$ cat config.mk
export PLATFORM = sky130hd
export DESIGN_NAME = shiftreg_serialrx_flat
export DESIGN_NICKNAME = d
export VERILOG_FILES = /design/src/rtl/shiftreg_serialrx_pkg.sv /design/src/rtl/shiftreg_serialrx_if.sv /design/src/rtl/shiftreg_serialrx_outbuf.sv /design/src/rtl/shiftreg_serialrx.sv /design/src/flat_wrapper.sv
export SDC_FILE = /design/constraint.sdc
export NUM_CORES = 1
export LEC_CHECK = 0
export ABC_AREA = 1
export ABC_CLOCK_PERIOD_IN_PS = 2050
export BUFFER_PORTS_ARGS = -buffer_cell sky130_fd_sc_hd__buf_4
export CORE_MARGIN = 2
export CORE_UTILIZATION = 25
export DETAILED_ROUTE_END_ITERATION = 7
export PLACE_DENSITY = 0.41
export SLEW_MARGIN = 20
export SYNTH_ARGS = -nofsm -noshare
export SYNTH_HDL_FRONTEND = slang
export SYNTH_SLANG_ARGS = --single-unit
export TNS_END_PERCENT = 50
$ cat constraint.sdc
create_clock -name clk -period 2.05 [get_ports clk]
set_input_delay 0.41 -clock clk [delete_from_list [all_inputs] [get_ports clk]]
set_output_delay 0.41 -clock clk [all_outputs]
set_load 0.05 [all_outputs]
$ cat src/rtl/shiftreg_serialrx_pkg.sv
// shiftreg_serialrx_pkg: state encoding and default frame length for the serial receiver
package shiftreg_serialrx_pkg;
  typedef enum logic [1:0] {
    IDLE = 2'd0,
    DATA = 2'd1,
    STOP = 2'd2
  } state_e;
  localparam int N_DEFAULT = 9;
endpackage

$ cat src/rtl/shiftreg_serialrx_if.sv
// shiftreg_serialrx_if: valid/ready word output port of the serial receiver
interface shiftreg_serialrx_if #(parameter int N = shiftreg_serialrx_pkg::N_DEFAULT);
  logic [N-2:0] dout;
  logic         dout_valid;
  logic         dout_ready;
  modport master(output dout, dout_valid, input dout_ready);
  modport slave(input dout, dout_valid, output dout_ready);
endinterface

$ cat src/rtl/shiftreg_serialrx_outbuf.sv
// shiftreg_serialrx_outbuf: one-word holding register with valid/ready handshake and overrun pulse
module shiftreg_serialrx_outbuf #(parameter int W = 8) (
  input  logic         clk,
  input  logic         reset,
  input  logic         wr,
  input  logic [W-1:0] wdata,
  input  logic         dout_ready,
  output logic [W-1:0] dout,
  output logic         dout_valid,
  output logic         overrun
);
  logic [W-1:0] dout_q, dout_d;
  logic         valid_q, valid_d, ovr_q, ovr_d, load;
  // A word is taken when the slot is empty or is being emptied on this same edge
  always_comb begin
    load    = wr && (!valid_q || dout_ready);
    dout_d  = load ? wdata : dout_q;
    valid_d = load || (valid_q && !dout_ready);
    ovr_d   = wr && !load;
  end
  // Holding register state
  always_ff @(posedge clk or negedge reset) begin
    if (!reset) begin
      dout_q  <= '0;
      valid_q <= 1'b0;
      ovr_q   <= 1'b0;
    end else begin
      dout_q  <= dout_d;
      valid_q <= valid_d;
      ovr_q   <= ovr_d;
    end
  end
  assign dout       = dout_q;
  assign dout_valid = valid_q;
  assign overrun    = ovr_q;
endmodule

$ cat src/rtl/shiftreg_serialrx.sv
// shiftreg_serialrx: serial-in parallel-out frame receiver; SHIFTREG_SERIALRX_STOPCHK_EN adds a stop-bit check
module shiftreg_serialrx
  import shiftreg_serialrx_pkg::*;
#(parameter int N = N_DEFAULT) (
  input  logic                   clk,
  input  logic                   reset,
  input  logic                   shift_en,
  input  logic                   sin,
  shiftreg_serialrx_if.master    out,
  output logic                   busy,
  output logic                   overrun,
  output logic                   frame_err
);
  localparam int CW = $clog2(N);
  localparam logic [CW-1:0] LAST = CW'(N - 2);
  state_e        state_q, state_d;
  logic [CW-1:0] cnt_q, cnt_d;
  logic [N-2:0]  shreg_q, shreg_d;
  logic          wr;
`ifdef SHIFTREG_SERIALRX_STOPCHK_EN
  logic          ferr_q, ferr_d;
`endif
  // Frame FSM: start detect, data shifting, optional stop-bit check; frozen when shift_en is low
  always_comb begin
    state_d = state_q;
    cnt_d   = cnt_q;
    shreg_d = shreg_q;
    wr      = 1'b0;
`ifdef SHIFTREG_SERIALRX_STOPCHK_EN
    ferr_d  = 1'b0;
`endif
    if (shift_en) begin
      case (state_q)
        IDLE: begin
          state_d = sin ? IDLE : DATA;
          cnt_d   = '0;
        end
        DATA: begin
          shreg_d = {shreg_q[N-3:0], sin};
          cnt_d   = cnt_q + CW'(1);
          if (cnt_q == LAST) begin
            cnt_d = '0;
`ifdef SHIFTREG_SERIALRX_STOPCHK_EN
            state_d = STOP;
`else
            state_d = IDLE;
            wr      = 1'b1;
`endif
          end
        end
`ifdef SHIFTREG_SERIALRX_STOPCHK_EN
        STOP: begin
          state_d = IDLE;
          wr      = sin;
          ferr_d  = !sin;
        end
`endif
        default: state_d = IDLE;
      endcase
    end
  end
  // FSM, counter and shift register state
  always_ff @(posedge clk or negedge reset) begin
    if (!reset) begin
      state_q <= IDLE;
      cnt_q   <= '0;
      shreg_q <= '0;
    end else begin
      state_q <= state_d;
      cnt_q   <= cnt_d;
      shreg_q <= shreg_d;
    end
  end
`ifdef SHIFTREG_SERIALRX_STOPCHK_EN
  // Registered one-cycle frame error pulse
  always_ff @(posedge clk or negedge reset) begin
    if (!reset) ferr_q <= 1'b0;
    else        ferr_q <= ferr_d;
  end
  assign frame_err = ferr_q;
`else
  assign frame_err = 1'b0;
`endif
  assign busy = state_q != IDLE;
  shiftreg_serialrx_outbuf #(.W(N - 1)) u_outbuf (
    .clk        (clk),
    .reset      (reset),
    .wr         (wr),
    .wdata      (shreg_d),
    .dout_ready (out.dout_ready),
    .dout       (out.dout),
    .dout_valid (out.dout_valid),
    .overrun    (overrun)
  );
endmodule

$ cat src/flat_wrapper.sv
// flat-port wrapper written by rule: the top's interface ports become plain ports
module shiftreg_serialrx_flat import shiftreg_serialrx_pkg::*;
#(parameter int N = N_DEFAULT)
  (clk, reset, shift_en, sin, busy, overrun, frame_err, out_dout, out_dout_valid, out_dout_ready);
  shiftreg_serialrx_if #(.N(N)) out_i ();
  input  logic clk;
  input  logic reset;
  input  logic shift_en;
  input  logic sin;
  output logic busy;
  output logic overrun;
  output logic frame_err;
  output wire logic [$bits(out_i.dout)-1:0] out_dout;
  output wire logic [$bits(out_i.dout_valid)-1:0] out_dout_valid;
  input wire logic [$bits(out_i.dout_ready)-1:0] out_dout_ready;
  assign out_dout = out_i.dout;
  assign out_dout_valid = out_i.dout_valid;
  assign out_i.dout_ready = out_dout_ready;
  shiftreg_serialrx #(.N(N)) u_core (.clk(clk), .reset(reset), .shift_en(shift_en), .sin(sin), .out(out_i), .busy(busy), .overrun(overrun), .frame_err(frame_err));
endmodule
==> results.ini, run 1 <==
[yosys]
syn_nets = 116
synth_area_um2 = 1010
synthTopCellsByArea = dfrtp_1 57%, nand2_1 16%, nand3_1 8.9%, buf_6 2.2%, nand3_2 2.0%
ys_seq_area_share_pct = 57.1
yosys_warnings = 0
synth-seq-cells = 23
syn_area_per_cell_um2 = 9.17
synth_top_cell_by_area = dfrtp_1
netlist.area_leader.share_pct = 57.1
synth_cell_types = 18
synth_cells = 110

[placed_design]
portBuffers = 15
dp_slack_ns = 0.649
dp.cells = 170
dpl_cell_area_um2 = 1140
place_congestion = 0.708
place.detailed.hpwl_mm = 1.51

[timing]
final_hold_viol_count = 0
finalSetupViolCount = 0
min_period_ns = 1.53
grt_setup_unrepaired = no
fin_ws_ns = 0.522
slew_violations = 0
skew_ns = 0.00544
timing.setup.tns_ns = 0
timing.hold.ws_ns = 0.0210
clock.fmax_mhz = 654
finalCritPeriodShare_pct = 74.6

[routing]
drt.antenna.violating_nets = 0
drtIter0Drc = 37
wl_per_cell_um = 12.1
post-route-drc-count = 0
drt_pass1_iterations = 4
vias = 755
viasPerCell = 4.34
finalWirelength_mm = 2.11

[finish]
drive_gt1_share_pct = 21.8
design_area_um2 = 1190
fin_nets = 131
syn_to_final_growth_pct = 17.7
num_antenna_cells = 0
stdcell_count = 174
finalCoreUtilization_pct = 30.1

[critical_path]
crit_buf_inv = 1
critPathLaunchType = flop
cp-end-kind = primary output
crit_family = flip-flops
path_class = reg2out
rr_worst_depth = 5
critPathRequiredTime_ns = 1.64
rrSetupSlack_ns = 0.68
slowest_delay_ns = 0.58
slowest_stage = dfrtp_1
cp_max_fo = 11
cp.arrival_ns = 1.12
cp.depth = 1
crit_chain = buf_4

[cts]
cts_root_buf = clkbuf_8
cts_tree = yes
clock-sinks = 23
post_cts_resized = 0
cts_made_buffers = 3
cts_hold_buffers = 0
clk_latency_ns = 0.27
clockBufferDepth = 2
clk_pin_slew_ns = 0.09
post_cts_buffers = 0
h-tree-depth = 1

[power_and_ir_drop]
leakage_nw = 0.641
seq_power_share_pct = 43.8
total_power_mw = 1.77
peakVddDrop_v = 0.000423
power.density_nw_per_um2 = 1490
clkPwrFrac_pct = 16.4
switching_share_pct = 44.4
p_int_mw = 0.984
p_switching_mw = 0.784
comb_power_share_pct = 39.9

[die]
start_util_pct = 25.6
pin_count = 17
die_width_um = 67.5
dieArea_um2 = 4560
die_height_um = 67.5
core-area_um2 = 3940
fp-row-count = 23

[flow_run]
maxCapViolCount = 0

[global_routing]
grt_pass1_vias = 777
grt_usage_pct = 11.3
grt_overflow = 0
antenna_found_initial = 0
grt_pass1_wl_mm = 3.68
grt_max_degree = 24

[hold_path]
hp-class = in2async

[run_status]
status = completed

==> final cells by class <==
class                   count  area (µm²)
inverters                   5        18.8
flip-flops and latches     23         576
well taps                  50        62.6
multi-input cells          77         372
fillers                   428        2760
clock buffers               3        41.3
repair buffers             15         113
clock inverters             1        5.00
==> cell usage in the layout, fill, tap and decap left out <==
master,instances
clkinv_2,1
nand2_1,42
buf_4,15
nand3_2,2
nor2_2,2
inv_2,2
inv_1,3
nor2_1,5
nor2_8,1
ha_1,1
o21ai_1,2
clkbuf_8,3
nand4_1,1
nand3_1,18
nand2_4,1
dfrtp_1,23
a22o_1,1
conb_1,1
==> final timing paths <==
check / startpoint / end
max: u_core.state_q[0] / busy
min: reset / u_core.u_outbuf.dout_valid
max reg2reg: u_core.state_q[0] / u_core.u_outbuf.dout[7]
min reg2reg: u_core.shreg_q[7] / u_core.shreg_q[7]
max in group asynchronous: reset / u_core.u_outbuf.dout[0]
min in group clk: sin / u_core.state_q[0]
==> kinds of logic (layout without fill, tap and decap cells) <==
group | Yosys count | count (layout) | share of synthesized area, %
other | 1 | 1 | 0.372
DFF | 23 | 23 | 57.1
adders and majority gates | 1 | 1 | 1.24
AOI/OAI and AO/OA | 3 | 3 | 1.86
and+or+nand+nor | 72 | 72 | 33.4
buffers and inverters | 10 | 24 | 6.08
==> registers in the layout (all words and copies together) (netlist names) <==
signal,cells
u_core.shreg_q,8
u_core.u_outbuf.dout,8
u_core.cnt_q,4
u_core.state_q,1
u_core.u_outbuf.dout_valid,1
u_core.u_outbuf.overrun,1
==> layer usage <==
metal  vias up  global-route usage (%)  share of wire [%]
met5         -                       0                  0
met4         0                    6.12                2.0
met3         5                    3.00                5.0
met2        18                    15.8                 39
met1       357                    15.6                 53
li1        375                       -                  -
==> Yosys cell counts <==
cell type  number
a22o_1          1
buf_2           1
buf_4           2
buf_6           2
conb_1          1
dfrtp_1        23
ha_1            1
inv_1           3
inv_2           2
nand2_1        42
nand2_4         1
nand3_1        18
nand3_2         2
nand4_1         1
nor2_1          5
nor2_2          2
nor2_8          1
o21ai_1         2
==> power groups by stage <==
stage | combinational (mW) | clock [mW] | sequential [mW]
finish | 0.705 | 0.289 | 0.774
global route | 0.771 | 0.327 | 0.805
CTS | 0.714 | 0.307 | 0.775
detailed placement | 0.717 | 0 | 0.776
global placement | 0.718 | 0 | 0.780
floorplan | 0.304 | 0 | 0.989
Note: power is estimated with default switching activity, not from simulation.
==> inputs of run 2 (changes only) <==
--- a/config.mk
+++ b/config.mk
@@ -6,7 +6,7 @@
 export NUM_CORES = 1
 export LEC_CHECK = 0
 export ABC_AREA = 1
-export ABC_CLOCK_PERIOD_IN_PS = 2050
+export ABC_CLOCK_PERIOD_IN_PS = 1600
 export BUFFER_PORTS_ARGS = -buffer_cell sky130_fd_sc_hd__buf_4
 export CORE_MARGIN = 2
 export CORE_UTILIZATION = 25
==> constraint.sdc (replaced) <==
create_clock -name clk -period 1.6 [get_ports clk]
set_input_delay 0.32 -clock clk [delete_from_list [all_inputs] [get_ports clk]]
set_output_delay 0.32 -clock clk [all_outputs]
set_load 0.05 [all_outputs]
==> run 2 against run 1 <==
Effect of this change:
- clock skew decreased by 0.0041 ns
- first-iteration DRC count grew 38%
- die area is the same
- worst setup slack got worse by 0.36 ns
- power up 27%
- via count fell by 0.53%
- utilization up 0.22 points
- routed wire length down 1.2%
- sequential share of layout area down 0.35 points
- non-clock buffer count increased by 1
- clock power up 22%
- largest cell class unchanged
==> results.ini, run 2 (same netlist as run 1, synthesis figures left out) <==
[run_status]
status = completed

[die]
core-area_um2 = 3940
die_height_um = 67.5
dieArea_um2 = 4560
pin_count = 17
fp-row-count = 23
start_util_pct = 25.6
die_width_um = 67.5

[power_and_ir_drop]
comb_power_share_pct = 40.2
peakVddDrop_v = 0.000876
clkPwrFrac_pct = 15.7
p_int_mw = 1.27
leakage_nw = 0.642
switching_share_pct = 43.7
power.density_nw_per_um2 = 1880
seq_power_share_pct = 44.1
p_switching_mw = 0.981

[finish]
final_cell_mix = 42 x nand2_1, 23 x dfrtp_1, 18 x nand3_1
stdcell_count = 175
num_antenna_cells = 0
final_common_cell = nand2_1
fin_nets = 132
num-fill-cells = 415
multiInputGateArea_um2 = 372
drive_gt1_share_pct = 20.8
syn_to_final_growth_pct = 18.6
regArea_um2 = 576

[routing]
viasPerCell = 4.29
highest_layer = met3
wl_per_cell_um = 11.9
finalWirelength_mm = 2.08
met2_length_um = 978
met1Wirelength_um = 999
drt_pass1_iterations = 6
drt.antenna.violating_nets = 0
route.met3.wl_um = 101
vias = 751
drtIter0Drc = 51
post-route-drc-count = 0

[timing]
finalSetupViolCount = 0
final_hold_viol_count = 0
grt_setup_unrepaired = no
timing.setup.tns_ns = 0
finalCritPeriodShare_pct = 90.0
skew_ns = 0.00137
min_period_ns = 1.44
clock.fmax_mhz = 695
slew_violations = 0

[cts]
clockBufferDepth = 2
clock-sinks = 23
cts_root_buf = clkbuf_8
clk_latency_ns = 0.26
post_cts_buffers = 0
clk_pin_slew_ns = 0.08
h-tree-depth = 1
cts_tree = yes
post_cts_resized = 0
cts_made_buffers = 3

[critical_path]
path_class = reg2out
cp.arrival_ns = 1.12
cp-end-kind = primary output
cp_max_fo = 11
slowest_delay_ns = 0.59
rr_worst_depth = 5
critPathLaunchType = flop
crit_family = flip-flops
crit_buf_inv = 1
slowest_stage = dfrtp_1
crit_chain = buf_4
rrSetupSlack_ns = 0.23
rr_startpoint = u_core.state_q[0]
regToRegEndpoint = u_core.u_outbuf.dout[3]
critPathRequiredTime_ns = 1.28

[global_routing]
antenna_found_initial = 0
grt_max_degree = 24
grt_usage_pct = 11.0
grt_overflow = 0
grt_pass1_wl_mm = 3.71
grt_pass1_vias = 811

[flow_run]
maxCapViolCount = 0

[hold_path]
holdPathStages = 4
hp-class = in2reg
min_from = sin
whs_endpoint = u_core.state_q[0]

[placed_design]
place_congestion = 0.782
place.detailed.hpwl_mm = 1.53
dp.cells = 170
portBuffers = 15

==> run 2: cell types whose count changed in the layout (fill, tap and decap cells not counted) <==
cell,delta
dlygate4sd3_1,+1
clkbuf_1,+1
clkinv_2,-1
==> run 2: through the flow <==
stage | hold WS, ns | utilization (%) | area, µm² | worst slack [ns] | total power [mW]
floorplan | 0.0244 | - | 1010 | 0.214 | 1.66
global placement | 0.239 | 28.9 | 1140 | 0.257 | 1.91
detailed placement | 0.238 | 28.9 | 1140 | 0.239 | 1.91
CTS | 0.323 | 30.3 | 1200 | 0.144 | 2.28
global route | 0.345 | 30.3 | 1200 | 0.0519 | 2.43
finish | 0.335 | 30.3 | 1200 | 0.160 | 2.25
==> run 2: worst max-delay path by stage <==
stage	start	to	slack [ns]	cells after the start
global route	u_core.state_q[0]	u_core.u_outbuf.dout[3]	0.05	5
global placement	u_core.state_q[0]	u_core.u_outbuf.dout[6]	0.26	5
floorplan	u_core.state_q[0]	u_core.u_outbuf.dout[0]	0.21	6
finish	u_core.state_q[0]	busy	0.16	1
CTS	u_core.state_q[0]	busy	0.14	1
detailed placement	u_core.state_q[0]	u_core.u_outbuf.dout[3]	0.24	5
==> run 2: repair_timing <==
action | 4_1_cts | 5_1_grt
hold endpoints to repair | 23 | 0
endpoints found under the setup margin | 0 | 0
hold buffers | 1 | 0
==> run 2: final cells by class <==
class                           count  share of cell area (%)
Clock buffer                        4                    3.77
Inverter                            5                    1.57
Multi-Input combinational cell     77                    31.1
Sequential cell                    23                    48.1
Tap cell                           50                    5.23
Timing Repair Buffer               16                    10.3
==> run 2: per-layer routing <==
metal	track usage, %	vias to the layer above
met5	0	-
met4	3.83	0
met3	2.17	0
met2	19.0	15
met1	13.6	358
li1	-	378
==> run 2: power by group through the flow <==
stage	sequential, mW	clock, mW	combinational, mW
floorplan	1.27	0	0.390
global placement	0.997	0	0.913
detailed placement	0.999	0	0.909
CTS	0.992	0.375	0.916
global route	1.03	0.411	0.993
finish	0.991	0.352	0.904
